[config.mk]
export PLATFORM = sky130hd
export DESIGN_NAME = cpu_sequencer
export DESIGN_NICKNAME = d
export VERILOG_FILES = /design/src/rtl/cpu_sequencer.sv
export SDC_FILE = /design/constraint.sdc
export NUM_CORES = 1
export LEC_CHECK = 0
export ABC_AREA = 1
export CAP_MARGIN = 10
export CORE_ASPECT_RATIO = 1.25
export CORE_MARGIN = 1
export CORE_UTILIZATION = 30
export DETAILED_ROUTE_END_ITERATION = 8
export RECOVER_POWER = 50
export SETUP_SLACK_MARGIN = 0.3
export SYNTH_ARGS = -nofsm -noshare
export SYNTH_HDL_FRONTEND = slang
export SYNTH_SLANG_ARGS = --single-unit
[constraint.sdc]
create_clock -name clk -period 2.54 [get_ports clk]
set_input_delay 0.254 -clock clk [delete_from_list [all_inputs] [get_ports clk]]
set_output_delay 0.254 -clock clk [all_outputs]
set_load 0.005 [all_outputs]
[src/rtl/cpu_sequencer.sv]
// Multi-cycle control sequencer: steps FETCH/DECODE/EXECUTE/WRITEBACK, owns the
// program counter, and handles start/stop, memory stalls, branches and halting.
module cpu_sequencer #(
    parameter int PC_WIDTH  = 10,
    parameter int PROG_END  = 1023,
    parameter int CNT_WIDTH = 16
) (
    input  logic                 clk,
    input  logic                 rst_n,
    input  logic                 start,
    input  logic [PC_WIDTH-1:0]  start_pc,
    input  logic                 stop,
    input  logic                 mem_stall,
    input  logic                 branch_taken,
    input  logic [PC_WIDTH-1:0]  branch_target,
    input  logic                 halt_req,
    output logic [1:0]           state,
    output logic [PC_WIDTH-1:0]  pc,
    output logic                 mem_en,
    output logic                 reg_we,
    output logic                 running,
    output logic                 halted,
    output logic [CNT_WIDTH-1:0] retired
);

    localparam logic [1:0] ST_FETCH     = 2'd0;
    localparam logic [1:0] ST_DECODE    = 2'd1;
    localparam logic [1:0] ST_EXECUTE   = 2'd2;
    localparam logic [1:0] ST_WRITEBACK = 2'd3;

    localparam logic [PC_WIDTH-1:0]  PROG_END_PC = PC_WIDTH'(PROG_END);
    localparam logic [PC_WIDTH-1:0]  PC_ONE      = {{(PC_WIDTH-1){1'b0}}, 1'b1};
    localparam logic [CNT_WIDTH-1:0] CNT_ONE     = {{(CNT_WIDTH-1){1'b0}}, 1'b1};

    logic                 rst_rel_r;
    logic                 srst_s;
    logic [1:0]           state_r,   state_s;
    logic [PC_WIDTH-1:0]  pc_r,      pc_s;
    logic                 running_r, running_s;
    logic                 halted_r,  halted_s;
    logic [CNT_WIDTH-1:0] retired_r, retired_s;
    logic                 mem_en_r,  mem_en_s;
    logic                 reg_we_r,  reg_we_s;
    logic                 halt_s;

    // Reset-release flop: assertion is immediate, release takes effect one edge later
    always_ff @(posedge clk or negedge rst_n) begin
        if (!rst_n) begin
            rst_rel_r <= 1'b0;
        end else begin
            rst_rel_r <= 1'b1;
        end
    end

    assign srst_s = ~rst_rel_r;

    // Next-state, program counter and mode computation
    always_comb begin
        state_s   = state_r;
        pc_s      = pc_r;
        running_s = running_r;
        halted_s  = halted_r;
        retired_s = retired_r;
        halt_s    = 1'b0;
        if (stop) begin
            running_s = 1'b0;
            state_s   = ST_FETCH;
        end else if (!running_r) begin
            if (start) begin
                pc_s      = start_pc;
                running_s = 1'b1;
                halted_s  = 1'b0;
                state_s   = ST_FETCH;
            end else begin
                state_s = ST_FETCH;
            end
        end else begin
            case (state_r)
                ST_FETCH:   state_s = ST_DECODE;
                ST_DECODE:  state_s = ST_EXECUTE;
                ST_EXECUTE: begin
                    if (mem_stall) begin
                        state_s = ST_EXECUTE;
                    end else begin
                        state_s = ST_WRITEBACK;
                    end
                end
                ST_WRITEBACK: begin
                    state_s   = ST_FETCH;
                    retired_s = (&retired_r) ? retired_r : retired_r + CNT_ONE;
                    pc_s      = branch_taken ? branch_target : pc_r + PC_ONE;
                    // A taken branch out of the last word keeps the core running
                    halt_s    = halt_req || ((pc_r == PROG_END_PC) && !branch_taken);
                    if (halt_s) begin
                        running_s = 1'b0;
                        halted_s  = 1'b1;
                    end else begin
                        running_s = 1'b1;
                    end
                end
                default: state_s = ST_FETCH;
            endcase
        end
        mem_en_s = running_s && (state_s == ST_EXECUTE);
        reg_we_s = running_s && (state_s == ST_WRITEBACK);
    end

    // Sequencer state registers, strobes registered from their next-state decode
    always_ff @(posedge clk or negedge rst_n) begin
        if (!rst_n) begin
            state_r   <= ST_FETCH;
            pc_r      <= {PC_WIDTH{1'b0}};
            running_r <= 1'b0;
            halted_r  <= 1'b0;
            retired_r <= {CNT_WIDTH{1'b0}};
            mem_en_r  <= 1'b0;
            reg_we_r  <= 1'b0;
        end else if (srst_s) begin
            state_r   <= ST_FETCH;
            pc_r      <= {PC_WIDTH{1'b0}};
            running_r <= 1'b0;
            halted_r  <= 1'b0;
            retired_r <= {CNT_WIDTH{1'b0}};
            mem_en_r  <= 1'b0;
            reg_we_r  <= 1'b0;
        end else begin
            state_r   <= state_s;
            pc_r      <= pc_s;
            running_r <= running_s;
            halted_r  <= halted_s;
            retired_r <= retired_s;
            mem_en_r  <= mem_en_s;
            reg_we_r  <= reg_we_s;
        end
    end

    assign state   = state_r;
    assign pc      = pc_r;
    assign running = running_r;
    assign halted  = halted_r;
    assign retired = retired_r;
    assign mem_en  = mem_en_r;
    assign reg_we  = reg_we_r;

endmodule

# Word-level counts from Yosys, hierarchy flattened
# Cells that the tools add are included.
word_totals:
  word_cells: 63
  input_bits: 27
  regBits: 33
  memories: 0
  latchBits: 0
  ram_bits: 0
  out_inout_bits: 32
  romBits: 0
classes:
  div_mod_pow: 0
  magnitude_cmp: 0
  mul: 0
  n_reduce_logical: 10
  n_eq_ne: 13
  mux: 30
  n_shift: 0
  n_bitwise: 0
  add_sub_neg: 2
op_table:
  columns: ["operator", "count"]
  rows:
  - ["$mux W16", 5]
  - ["$mux W10", 6]
  - ["$add A16 B1 Y16 const B", 1]
  - ["$reduce_and A16 Y1", 1]
  - ["$mux W1", 15]
  - ["$add A10 B1 Y10 const B", 1]
  - ["$eq A10 B10 Y1 const B", 1]
  - ["$ne A3 B2 Y1 const B", 3]
  - ["$eq A2 B2 Y1 const B", 4]
  - ["$pmux W2 S4", 1]
  - ["$reduce_and A4 Y1", 2]
  - ["$mux W2", 3]
  - ["$ne A2 B1 Y1 const B", 2]
  - ["$ne A2 B2 Y1 const B", 2]
  - ["$logic_and A1 B1 Y1", 3]
  - ["$reduce_and A3 Y1", 1]
  - ["$eq A2 B1 Y1 const B", 1]
  - ["$logic_not A2 Y1", 1]
  - ["$logic_not A1 Y1", 1]
  - ["$logic_or A1 B1 Y1", 1]

# Longest topological paths before layout
# Gate-level depths: netlist of the first run.
logic_depth:
  depth_word: 9
  mapped_depth: 10
  mapped_depth_nobuf: 10

# Worst setup path before layout of the first run
# No wires, ideal clock.
synth_timing:
  path_type: "flip-flop to flip-flop"
  startpoint: "reg retired_r[0] (netlist: retired[0])"
  endpoint: "reg retired_r[13] (netlist: retired[13])"
  setup_ns: 0.122
  path_slack_ns: 0.989
  synth_period_minus_slack_ns: 1.551
  required_time_ns: 2.418
  arrival_ns: 1.429
  stages_incl_launch_ff: 11
  n_path_buf: 1
  path_cell_list: "dfrtp_1 > ha_1 > nand3_2 > inv_2 > nand2_2 > nor2_4 > nor2_4 > nor2_8 > buf_6 > nand2_1 > o21ai_1"
synth_between:
  elab_chain_cells: 6
  word_cells_on_any_way: 9
  classes_between: "add/sub: 1; eq/ne: 1; mux: 5; reduce/logical: 2"
synth_rtl:
  columns: ["element", "line", "text"]
  rows:
  - ["start, declared", "41", "logic [CNT_WIDTH-1:0] retired_r, retired_s;"]
  - ["start signal, assigned", "115", "retired_r <= {CNT_WIDTH{1'b0}};"]
  - ["start signal, assigned", "123", "retired_r <= {CNT_WIDTH{1'b0}};"]
  - ["start signal, assigned", "131", "retired_r <= retired_s;"]
  - ["$add A16 B1 Y16", "90", "retired_s = (&retired_r) ? retired_r : retired_r + CNT_ONE;"]
  - ["$mux W16", "90", null]
  - ["$mux W16", "78", "case (state_r)"]
  - ["$mux W16", "68", "end else if (!running_r) begin"]
  - ["$mux W16", "65", "if (stop) begin"]
  - ["$mux W16", "118", "end else if (srst_s) begin"]
# Several ways; a longest one is shown, not always the timed one. The select of a mux whose other input is x is not followed.
# A chain may end at the register's enable or synchronous reset.

# Final worst setup path of the first run
layout_timing:
  startpoint: "reg retired_r[1] (netlist: retired[1])"
  endpoint: "reg retired_r[5] (netlist: retired[5])"
# The elaborated chain is that of the path after synthesis.

==> results.py, run 1 <==
metrics = {
    "timing": {
        "fmax_mhz": 557,
        "fin_crit_sh_pct": 70.6,
        "period_minus_slack_ns": 1.79,
        "clock_skew_ns": 0.00463,
        "slew_violations": 0,
        "hold_violations": 0,
        "rsz0062_at_grt": "false",
        "finalSetupViolations": 0,
        "worst_hold_slack_ns": 0.464,
        "fin_tns_setup_ns": 0,
    },
    "layout": {
        "regArea_sq_um": 826,
        "fillers": 744,
        "insertedDiodeCount": 0,
        "drive_gt1_share_pct": 6.95,
        "multiInputGateArea_sq_mm": 0.00116,
        "nets": 405,
        "area_growth_pct": 37.6,
    },
    "floorplan": {
        "start_util_pct": 30.9,
        "die_area_sq_mm": 0.00750,
        "fp.dieW_um": 77.6,
        "io_pins": 59,
        "coreArea_sq_mm": 0.00693,
        "core.rowCount": 34,
        "die_y_um": 96.6,
    },
    "setup_path": {
        "worstReg2RegEnd": "retired[5]",
        "r2r-start": "retired[1]",
        "crit_arrival_ns": 1.96,
        "critical_path.endpoint": "retired[5]",
        "startpoint_type": "register",
        "crit_start": "retired[1]",
        "crit_path_end_kind": "register",
        "crit_type": "reg -> reg",
        "reg2regPathDepth": 10,
        "cp_max_fo": 14,
        "rrSetupSlack_ns": 0.75,
        "critical_path_required_ns": 2.71,
    },
    "synth": {
        "seq_area_frac_synth_pct": 38.5,
        "syn_area_sq_mm": 0.00215,
        "synthTopCellsByArea": "dfrtp_1 (38%), nand2_1 (15%), nor2_1 (8.9%), nand3_1 (5.1%), inv_1 (5.1%)",
        "synth.top_cell.area_share_pct": 38.5,
        "synthCells": 311,
        "synth_area_per_cell_sq_um": 6.90,
        "synth-seq-cells": 33,
        "yosys_warnings": 0,
        "syn_nets": 343,
        "synth_area_leader_cell": "dfrtp_1",
        "ys_types": 33,
    },
    "grt": {
        "grt_max_degree": 34,
        "grt_first_pass_wirelength_mm": 9.91,
        "grt_usage_pct": 17.1,
        "gr-total-overflow": 0,
        "grt_antenna_before_repair": 0,
        "grt_pass1_vias": 2084,
    },
    "route": {
        "finalWirelength_mm": 6.00,
        "route.vias.total": 2210,
        "drt_iter0_markers": 98,
        "drtAntennaViolNets": 0,
        "drc": 0,
        "drt_first_pass_iters": 4,
        "avgViaCountPerCell": 4.76,
        "wire_per_inst_um": 12.9,
    },
    "clock_tree": {
        "clock_latency_ns": 0.28,
        "cts-resized-gates": 0,
        "cts_inserted_buffers": 5,
        "htreeDepth": 2,
        "cts_tree": "built",
        "clk_pin_slew_worst_paths_ns": 0.07,
        "root_buffer": "clkbuf_8",
        "clock_sinks": 33,
        "cts_setup_buffers": 0,
        "cts_buffer_depth": 2,
        "postCtsHoldBufs": 0,
    },
    "placed_design": {
        "dp_hpwl_mm": 4.40,
        "routabilityCongestion": 0.834,
        "place.port_buffers": 58,
    },
    "outcome": {
        "status": "finished clean",
    },
    "flow_run": {
        "maxCapViolCount": 0,
    },
    "power": {
        "vdd_drop_max_mv": 0.202,
        "finalPower_uw": 1350,
        "power.static_leakage_uw": 0.00134,
        "powerDensity_mw_per_mm2": 456,
    },
    "worst_hold_path": {
        "hold_path_class": "in -> async",
    },
}
metrics by stage:
| stage | util (%) | instances | worst slack, ns | instance area [sq um] |
|---|---|---|---|---|
| floorplan | - | 311 | 0.989 | 2150 |
| global placement | 40.9 | 456 | 0.773 | 2840 |
| detailed placement | 40.9 | 456 | 0.731 | 2840 |
| CTS | 42.6 | 464 | 0.710 | 2950 |
| global route | 42.6 | 464 | 0.556 | 2950 |
| finish | 42.6 | 464 | 0.746 | 2950 |
area by class of cell:
type	instances	area share, %
Clock buffer	7	2.92
Timing Repair Buffer	63	20.9
Clock inverter	1	1.02
Sequential cell	33	28.0
Inverter	32	4.07
Tap cell	90	3.82
Multi-Input combinational cell	238	39.3
layout by cell type, fill, tap and decap left out, types with 2 or more instances in the layout:
master           count
xor2_1               3
a22oi_1              2
clkbuf_8             6
ha_1                 5
inv_2                3
nor2_1              51
and2_1               2
clkdlybuf4s50_1     44
dlygate4sd3_1       14
nand2_2              2
nand4_1             10
nand3_1             22
dfrtp_1             33
inv_1               29
o21bai_1             2
nand3_2              2
nor3_1               2
o21ai_0              7
buf_4                5
nand2_1             87
or2_2                2
a21oi_1             17
nor2_4               3
o21ai_1              9
where the power goes:
group | switching (uW) | internal, uW
clock | 199 | 320
sequential | 39.8 | 553
combinational | 114 | 121
worst max-delay path, stage by stage (launching register included):
cell	delay, ns
dfrtp_1	0.42
ha_1	0.28
nand3_2	0.12
inv_2	0.10
nand2_2	0.07
nor2_4	0.12
nor2_4	0.09
nor2_8	0.20
inv_2	0.13
nand2_1	0.09
nand2_1	0.06
cell usage after synthesis:
master	instances
buf_6	1
inv_1	29
buf_2	3
nor3_1	2
nand3_2	2
conb_1	1
a22oi_1	2
ha_1	5
xnor2_1	1
a31oi_1	1
nor2_8	1
nor3b_1	1
nand3_1	22
a2bb2oi_1	1
o211ai_1	1
and2_1	2
nor2_4	3
nand4_1	10
xor2_1	3
clkbuf_1	4
o21ai_1	9
nand3b_1	1
nor2_1	51
nand2_1	87
nor2_2	1
or2_1	1
o21bai_1	2
nand2_2	2
inv_2	3
or2_2	2
a21oi_1	17
o21ai_0	7
dfrtp_1	33
worst min-delay path by stage:
| stage | startpoint | end | slack, ns | depth (start not counted) |
|---|---|---|---|---|
| global placement | halted | halted | 0.51 | 2 |
| finish | rst_n | pc[1] | 0.46 | 2 |
| detailed placement | halted | halted | 0.51 | 2 |
| floorplan | rst_n | halted | -0.04 | 0 |
| CTS | rst_n | pc[4] | 0.41 | 2 |
| global route | rst_n | pc[4] | 0.48 | 2 |
cell families after synthesis:
| family | share of synthesized area, % |
|---|---|
| flops | 38.5 |
| buf+inv | 7.52 |
| simple gates | 39.1 |
| xor+xnor | 1.63 |
| other cells | 0.175 |
| compound gates | 10.1 |
| fa+ha+maj | 2.92 |
layer usage:
| metal | wire length (um) | vias to the layer above | share of wire, % | global-route usage (%) |
|---|---|---|---|---|
| met1 | 2660 | 1026 | 44 | 20.4 |
| li1 | - | 1118 | - | - |
| met5 | 0 | - | 0 | 0 |
| met3 | 306 | 4 | 5.1 | 3.85 |
| met4 | 44 | 0 | 0.73 | 4.87 |
| met2 | 2990 | 62 | 50 | 30.8 |
state kept, by name, indices dropped and copies added, names as in the netlist:
name       flops
reg_we         1
rst_rel_r      1
running        1
pc            10
state          2
retired       16
halted         1
mem_en         1
Power figures use the tool's default switching activity.
==> inputs of run 2 (changes only) <==
Clock period 2.54 ns to 1.5 ns, I/O delays scaled along.
==> run 2 against run 1 <==
Cell area grew 29%; critical path depth is the same; sequential cell count is the same; count of clock-buffer cells in the layout shrank 1; cell count grew 15%; clock skew grew 0.0018 ns; core utilization grew 12 points; global-route usage grew 2.9 points; setup slack lost 0.70 ns; worst hold slack gained 0.020 ns; fmax grew 23%; critical path type unchanged; largest cell class unchanged; highest routed layer unchanged.
==> results.py, run 2 (synthesized netlist as in run 1, its figures left out) <==
metrics = {
    "layout": {
        "area_growth_pct": 77.7,
        "final_common_cell": "nand2_1",
        "largest_reg_flops": 16,
        "drive_gt1_share_pct": 37.7,
        "finalNonFillerCells": 533,
        "insertedDiodeCount": 0,
        "nets": 474,
        "final_cell_mix": "nand2_1 (76), buf_4 (39), nor2_1 (38), buf_6 (30), dfrtp_1 (28)",
    },
    "clock_tree": {
        "root_buffer": "clkbuf_8",
        "clock_latency_ns": 0.30,
        "clk_pin_slew_worst_paths_ns": 0.07,
        "clock_sinks": 33,
        "cts_buffer_depth": 2,
        "cts_tree": "built",
        "cts_inserted_buffers": 5,
        "htreeDepth": 2,
        "postCtsHoldBufs": 0,
    },
    "setup_path": {
        "crit_path_end_kind": "register",
        "critical-path-slowest-cell": "dfrtp_1",
        "crit_type": "reg -> reg",
        "reg2regPathDepth": 10,
        "worstReg2RegEnd": "retired[5]",
        "rrSetupSlack_ns": 0.04,
        "crit_family": "simple AND/OR/NAND/NOR gates",
        "crit_arrival_ns": 1.64,
        "startpoint_type": "register",
        "crit_buf_inv": 2,
        "critical_path_required_ns": 1.68,
        "worst_path_most_repeated_cell": "nand2_1",
        "cp_max_fo": 10,
        "slowest_delay_ns": 0.39,
        "r2r-start": "retired[8]",
        "crit_chain": "buf_4 > nand2_1 > nor2_2 > nand2_1 > nor2_4 > nor2_4 > nor2_8 > inv_2 > nand2_1 > nand2_1",
    },
    "floorplan": {
        "io_pins": 59,
        "start_util_pct": 30.9,
        "die_area_sq_mm": 0.00750,
        "die_y_um": 96.6,
        "core.rowCount": 34,
        "coreArea_sq_mm": 0.00693,
        "fp.dieW_um": 77.6,
    },
    "route": {
        "avgViaCountPerCell": 4.85,
        "drt_first_pass_iters": 4,
        "drt_iter0_markers": 91,
        "drc": 0,
        "finalWirelength_mm": 7.39,
        "wire_per_inst_um": 13.9,
        "drtAntennaViolNets": 0,
        "route.vias.total": 2586,
    },
    "timing": {
        "layout_setup_ws_ns": 0.0413,
        "period_minus_slack_ns": 1.46,
        "finalSetupViolations": 0,
        "hold_violations": 0,
        "fmax_mhz": 686,
        "clock_skew_ns": 0.00648,
        "fin_crit_sh_pct": 97.2,
        "fin_tns_setup_ns": 0,
        "tightest_slew_ns": 0.848,
        "slew_violations": 0,
        "worst_hold_slack_ns": 0.485,
        "rsz0062_at_grt": "true",
        "max_slew_margin_pct": 43.5,
    },
    "flow_run": {
        "maxCapViolCount": 0,
    },
    "placed_design": {
        "place_inst": 488,
        "post-place-ws_ns": 0.0355,
        "dp_hpwl_mm": 4.75,
        "routabilityCongestion": 0.837,
        "place.port_buffers": 58,
    },
    "power": {
        "switching_power_uw": 759,
        "finalPower_uw": 2410,
        "p_int_uw": 1650,
        "powerDensity_mw_per_mm2": 632,
        "power_frac_seq_pct": 40.6,
        "vdd_drop_max_mv": 0.297,
        "power.static_leakage_uw": 0.00180,
        "switching_share_pct": 31.5,
        "clkPwrFrac_pct": 28.0,
        "pwr-share-comb_pct": 31.4,
    },
    "grt": {
        "grt_max_degree": 34,
        "grt_pass1_vias": 2486,
        "grt_usage_pct": 20.0,
        "grt_first_pass_wirelength_mm": 11.6,
        "gr-total-overflow": 0,
        "grt_antenna_before_repair": 0,
    },
    "worst_hold_path": {
        "hold_path_class": "in -> async",
    },
    "outcome": {
        "status": "finished clean",
    },
}
-- run 2: cell count changes in the layout (fill, tap and decap cells not counted), moves of 6 or more --
cell             change
clkdlybuf4s50_1     -19
nand2_1             -11
buf_4               +34
clkbuf_2            +10
nor2_1              -13
dlygate4sd2_1       +11
a21oi_2             +10
o21ai_0              -7
buf_6               +30
dlygate4sd3_1       -13
nand2_2              +9
nor2_4               +7
nor2_2               +6
a21oi_1             -12
-- run 2: how the worst max path moves through the flow --
| stage | startpoint | end | slack, ns | depth (start not counted) |
|---|---|---|---|---|
| after global placement | stop | retired[15] | 0.07 | 7 |
| after detailed placement | stop | retired[15] | 0.04 | 7 |
| after floorplan | retired[0] | retired[13] | -0.03 | 10 |
| after CTS | retired[8] | retired[14] | 0.06 | 10 |
| after global routing | retired[1] | retired[3] | -0.05 | 9 |
| final | retired[8] | retired[5] | 0.04 | 10 |
-- run 2: per-stage QoR --
step,cell area [sq um],util (%)
floorplan,2180,-
global placement,3130,45.1
detailed placement,3130,45.1
CTS,3460,49.9
global route,3810,55.0
finish,3810,55.0
-- run 2: power groups by stage --
stage | Clock, uW | Combinational (uW) | Sequential (uW)
detailed placement | 0 | 509 | 1000
CTS | 687 | 577 | 975
global route | 720 | 816 | 985
finish | 674 | 758 | 978
floorplan | 0 | 201 | 1010
global placement | 0 | 506 | 997
-- run 2: cell type report --
type / instances / area, sq um
flip-flops and latches: 33 / 832
clock inverters: 2 / 10.0
multi-input cells: 238 / 1430
fillers: 626 / 3120
inverters: 32 / 136
clock buffers: 6 / 72.6
well taps: 90 / 113
repair buffers: 131 / 1200
repair inverters: 1 / 16.3
-- run 2: worst register-to-register path, delay by kind of cell (launching register included) --
family                 cells  cell delay [ns]
and+or+nand+nor            8             0.72
DFF                        1             0.39
buffers and inverters      2             0.24
-- run 2: layer usage --
metal  vias up  track usage [%]  wire (um)
met4         0             8.33        248
met3        22             4.32        421
met5         -                0          0
met1      1215             22.2       2960
met2        89             37.1       3760
li1       1260                -          -
-- run 2: repair_timing --
| action | 4_1_cts | 5_1_grt |
|---|---|---|
| setup buffers | 22 | 13 |
| endpoints found under the hold margin | 0 | 0 |
| pin swaps | 5 | 23 |
| endpoints found under the setup margin | 62 | 50 |
| gates resized for setup | 80 | 106 |
| gates cloned | 2 | 0 |
